[src/rtl/fsm_control_param.sv]
// Flow-control supervisor for NUM_FIFOS FIFOs: threshold capture, debounced idle, sticky errors.
// Optional saturating error-entry counter enabled by defining FSM_ERR_COUNT_EN.
module fsm_control_param #(
  parameter int NUM_FIFOS   = 5,
  parameter int TH_W        = 4,
  parameter int IDLE_CYCLES = 4,
  parameter int ERR_CNT_W   = 8
) (
  input  logic                      clk,
  input  logic                      reset,
  input  logic                      init,
  input  logic [NUM_FIFOS*TH_W-1:0] umbral_in,
  input  logic [NUM_FIFOS-1:0]      fifo_error,
  input  logic [NUM_FIFOS-1:0]      fifo_empty,
  output logic [NUM_FIFOS*TH_W-1:0] umbral_out,
  output logic [2:0]                state,
  output logic                      active,
  output logic                      idle,
  output logic [NUM_FIFOS-1:0]      error_out,
  output logic [ERR_CNT_W-1:0]      err_count
);

  localparam int RUN_W = $clog2(IDLE_CYCLES + 1);
  localparam logic [RUN_W-1:0] RUN_MAX = RUN_W'(IDLE_CYCLES);

  typedef enum logic [2:0] {
    ST_RESET  = 3'd0,
    ST_INIT   = 3'd1,
    ST_IDLE   = 3'd2,
    ST_ACTIVE = 3'd3,
    ST_ERROR  = 3'd4
  } state_t;

  state_t                      state_q, state_d;
  logic [RUN_W-1:0]            run_q, run_d;
  logic [NUM_FIFOS*TH_W-1:0]   umbral_q;
  logic [NUM_FIFOS-1:0]        error_q;
  logic                        any_err;
  logic                        all_empty;
  logic                        enter_error;

  assign any_err     = |fifo_error;
  assign all_empty   = &fifo_empty;
  assign enter_error = (state_d == ST_ERROR) && (state_q != ST_ERROR);

  // NOTE: every variable gets a default at the top of always_comb so no path leaves it unassigned (no latch).
  always_comb begin
    state_d = state_q;
    run_d   = '0;
    case (state_q)
      ST_RESET: state_d = ST_INIT;
      ST_INIT: begin
        if (!init) state_d = ST_IDLE;
      end
      ST_IDLE: begin
        if (any_err)         state_d = ST_ERROR;
        else if (init)       state_d = ST_INIT;
        else if (!all_empty) state_d = ST_ACTIVE;
      end
      ST_ACTIVE: begin
        if (any_err)   state_d = ST_ERROR;
        else if (init) state_d = ST_INIT;
        else begin
          // Run length of consecutive all-empty cycles; leaving ACTIVE drops it back to 0.
          if (all_empty) run_d = (run_q == RUN_MAX) ? run_q : run_q + RUN_W'(1);
          if (run_d == RUN_MAX) state_d = ST_IDLE;
        end
      end
      ST_ERROR: begin
        if (init) state_d = ST_INIT;
      end
      default: state_d = ST_RESET;
    endcase
  end

  // NOTE: sequential state uses non-blocking assignments so all flops update from pre-edge values.
  always_ff @(posedge clk) begin
    if (reset) begin
      state_q  <= ST_RESET;
      run_q    <= '0;
      umbral_q <= '0;
      error_q  <= '0;
    end else begin
      state_q <= state_d;
      run_q   <= run_d;
      if (state_q == ST_INIT) umbral_q <= umbral_in;
      if (state_d == ST_INIT) begin
        error_q <= '0;
      end else if (state_d == ST_ERROR) begin
        error_q <= (state_q == ST_ERROR) ? (error_q | fifo_error) : fifo_error;
      end
    end
  end

`ifdef FSM_ERR_COUNT_EN
  logic [ERR_CNT_W-1:0] err_cnt_q;

  always_ff @(posedge clk) begin
    if (reset) begin
      err_cnt_q <= '0;
    end else if (enter_error && (err_cnt_q != {ERR_CNT_W{1'b1}})) begin
      err_cnt_q <= err_cnt_q + ERR_CNT_W'(1);
    end
  end

  assign err_count = err_cnt_q;
`else
  logic unused_enter_error;
  assign unused_enter_error = enter_error;
  assign err_count          = '0;
`endif

  assign state      = state_q;
  assign active     = (state_q == ST_ACTIVE);
  assign idle       = (state_q == ST_IDLE);
  assign umbral_out = umbral_q;
  assign error_out  = error_q;

endmodule
[config.mk]
export PLATFORM = sky130hd
export DESIGN_NAME = fsm_control_param
export DESIGN_NICKNAME = d
export VERILOG_FILES = /design/src/rtl/fsm_control_param.sv
export SDC_FILE = /design/constraint.sdc
export NUM_CORES = 1
export LEC_CHECK = 0
export ABC_AREA = 1
export CAP_MARGIN = 0
export CORE_UTILIZATION = 35
export DETAILED_ROUTE_END_ITERATION = 10
export GPL_ROUTABILITY_DRIVEN = 0
export PLACE_DENSITY = 0.72
export SKIP_LAST_GASP = 1
export SLEW_MARGIN = 10
export SYNTH_ARGS = -nofsm -noshare
export SYNTH_HDL_FRONTEND = slang
export SYNTH_SLANG_ARGS = --single-unit
export TNS_END_PERCENT = 1
[constraint.sdc]
create_clock -name clk -period 1.82 [get_ports clk]
set_clock_uncertainty 0.2 [all_clocks]
set_input_delay 0.273 -clock clk [delete_from_list [all_inputs] [get_ports clk]]
set_output_delay 0.273 -clock clk [all_outputs]
set_load 0.005 [all_outputs]
==> impl_metrics.ini, run 1 <==
[outcome]
status = finished clean

[min_path]
holdPathStages = 2
min_to = umbral_out[17]$_SDFFE_PP0P_
min_path_type = reg2reg
hp-start = umbral_out[17]$_SDFFE_PP0P_

[synthesis]
synth_seq_cells = 31
seq_area_frac_synth = 0.4389
synth_area_sq_um = 1414
synthTopCellsByArea = dfxtp_1 (44%), nand2_1 (12%), nand3_1 (9.2%)
ys_warn_count = 0
yosysTopAreaCellShare = 0.4389
yosysTopAreaCell = dfxtp_1
ys_types = 21
postSynthCellCount = 198
syn_area_per_cell_sq_um = 7.141

[routing]
routed_wl_um = 3251
wl_per_cell_um = 10.19
via_per_inst = 4.389
first_pass_iters = 4
post-route-drc-count = 0
vias = 1400
antenna_left = 0
drt_iter0_drc = 40

[setup_path]
startpoint_type = flop
critPathRequiredTime_ns = 1.35
critPathArrivalTime_ns = 1.29
crit_fanout = 4
path_class = reg2out
endpoint_kind = output port
r2r-end = error_out[2]$_SDFFE_PP0N_
ff2ff_setup_slack_ns = 0.06
r2r-start = run_q[0]$_SDFF_PP0_
rr_worst_depth = 15

[die]
fp-row-count = 22
start_util = 0.3749
die_h_um = 65.56
core_sq_um = 3771
fp.dieW_um = 65.56
pin_count = 71
die-area_sq_um = 4297

[global_routing]
gr-total-overflow = 0
grt_max_degree = 22
track_usage = 0.1628
antenna_found_initial = 0
grt_pass1_vias = 1240
grt_pass1_wl_um = 5340

[final_layout]
fin_util = 0.5949
multi_input_comb_area_sq_um = 645.6
drive_gt1_frac = 0.1402
fin_cells = 319
diodes = 0
nets = 305
area_growth_pct = 58.67
layout.area.seq_sq_um = 621.8
n_fill_cell = 363

[power_and_ir_drop]
ir_drop_uv = 500.9
p_per_area_nw_per_um2 = 787.6
power.leakage_nw = 0.9425
power_mw = 1.767

[clock_tree]
clk_pin_slew_worst_paths_ns = 0.06
root_buffer = clkbuf_8
cts_tree = done
htree_num_levels = 2
cts_buffers = 5
cts_hold_buffers = 0
cts_num_sinks = 31
clock_latency_ns = 0.28
cts_buffer_depth = 2

[timing]
fin_crit_sh = 0.9713
setup_viol = 0
clock.fmax_mhz = 565.7
rsz0062_at_grt = yes
hold_violations = 0
final-max-slew-violation-count = 0
fin_crit_ns = 1.768

[place]
portBuffers = 62
placed_cells = 310
dp_hpwl_um = 2473

[job]
drv_cap = 0
==> registers in the layout, summed over array words and instances (netlist names) <==
register	flops
state	3
run_q	3
umbral_out	20
error_out	5
==> where the power goes <==
part / switching (mW) / internal (mW) / total, mW
Combinational: 0.149 / 0.193 / 0.342
Clock: 0.240 / 0.442 / 0.682
Sequential: 0.0227 / 0.720 / 0.743
==> cells by family (layout without fill, tap and decap cells) <==
kind of cell    Yosys count  count (layout)  share of synthesized area
compound gates           29              29                     0.1080
fa+ha+maj                 2               2                    0.01770
buf+inv                  39             105                     0.1283
flops                    31              31                     0.4389
other cells               1               8                   0.002652
simple gates             96              96                     0.3044
==> synth_stat cells <==
| cell type | number |
|---|---|
| o21ai_1 | 2 |
| conb_1 | 1 |
| nand3_1 | 26 |
| nor2_1 | 10 |
| buf_4 | 8 |
| clkbuf_1 | 4 |
| nand2_1 | 47 |
| inv_1 | 20 |
| dfxtp_1 | 31 |
| nand2_2 | 4 |
| buf_2 | 4 |
| o21ai_0 | 3 |
| o21ai_2 | 1 |
| o211ai_1 | 1 |
| nor2_2 | 7 |
| nand2_4 | 1 |
| nand4_1 | 1 |
| inv_2 | 3 |
| a21oi_1 | 21 |
| a31oi_1 | 1 |
| ha_1 | 2 |
==> per-layer routing <==
layer | track usage | vias to the layer above | part of all wire
li1 | - | 752 | -
met1 | 0.1913 | 603 | 0.45
met2 | 0.2758 | 43 | 0.47
met3 | 0.06250 | 2 | 0.070
met4 | 0.04076 | 0 | 0.0068
met5 | 0 | - | 0
==> worst max path at each step <==
stage | start | endpoint | slack (ns) | cells after the start
global placement | fifo_empty[2] | error_out[4]$_SDFFE_PP0N_ | -0.03 | 13
global route | run_q[0]$_SDFF_PP0_ | error_out[2]$_SDFFE_PP0N_ | -0.09 | 15
CTS | state[1]$_SDFF_PP0_ | idle | -0.09 | 5
floorplan | run_q[0]$_SDFF_PP0_ | error_out[0]$_SDFFE_PP0N_ | 0.21 | 15
detailed placement | fifo_error[0] | run_q[2]$_SDFF_PP0_ | -0.14 | 7
finish | state[2]$_SDFF_PP0_ | state[2] | 0.05 | 2
==> worst max-delay path: stages, from the launching register on <==
cell	delay, ns
dfxtp_1	0.37
buf_4	0.15
clkdlybuf4s50_1	0.50
==> stage by stage <==
| stage | hold WS, ns | TNS, ns | setup WS [ns] | cell area, sq um |
|---|---|---|---|---|
| after floorplan | 0.1421 | 0 | 0.2067 | 1440 |
| after global placement | 0.2485 | -0.1537 | -0.03232 | 2108 |
| after detailed placement | 0.2513 | -0.7998 | -0.1371 | 2108 |
| after CTS | 0.2612 | -0.09340 | -0.09340 | 2233 |
| after global routing | 0.2739 | -0.4482 | -0.09138 | 2243 |
| final | 0.2604 | 0 | 0.05221 | 2243 |
==> cells in the final DEF (no fill, tap or decap) <==
master and count:
clkbuf_8 6, inv_2 3, conb_1 8, o21ai_1 2, nand2_2 5, inv_1 20
nand2_4 1, buf_4 12, nand4_1 1, dfxtp_2 1, clkinv_2 1, nor2_4 1
clkdlybuf4s50_1 60, o21ai_0 3, nor2_1 10, a31oi_1 1, dlymetal6s2s_1 1, bufinv_16 1
o21ai_2 1, a21oi_1 21, nand3_1 26, dlygate4sd2_1 1, nor2_2 6, o211ai_1 1
ha_1 2, nand2_1 46, dfxtp_1 30
==> repair_timing <==
action,4_1_cts,5_1_grt
setup endpoints to repair,2,8
pin swaps,0,1
buffers inserted,0,1
resized for setup,4,1
==> final cells by class <==
type                            count  share of cell area
Inverter                           23             0.03848
Tap cell                           48             0.02677
Timing Repair Buffer               74              0.3173
Clock buffer                        6             0.03681
Multi-Input combinational cell    135              0.2878
Sequential cell                    31              0.2772
Clock inverter                      2             0.01562
(Power assumes the default switching activity.)
==> inputs of run 2 (changes only) <==
--- a/config.mk
+++ b/config.mk
@@ -6,7 +6,6 @@
 export NUM_CORES = 1
 export LEC_CHECK = 0
 export ABC_AREA = 1
-export CAP_MARGIN = 0
 export CORE_UTILIZATION = 35
 export DETAILED_ROUTE_END_ITERATION = 10
 export GPL_ROUTABILITY_DRIVEN = 0
==> results of run 2 <==
The final DEF is identical to that of run 1; final timing and power are the same.
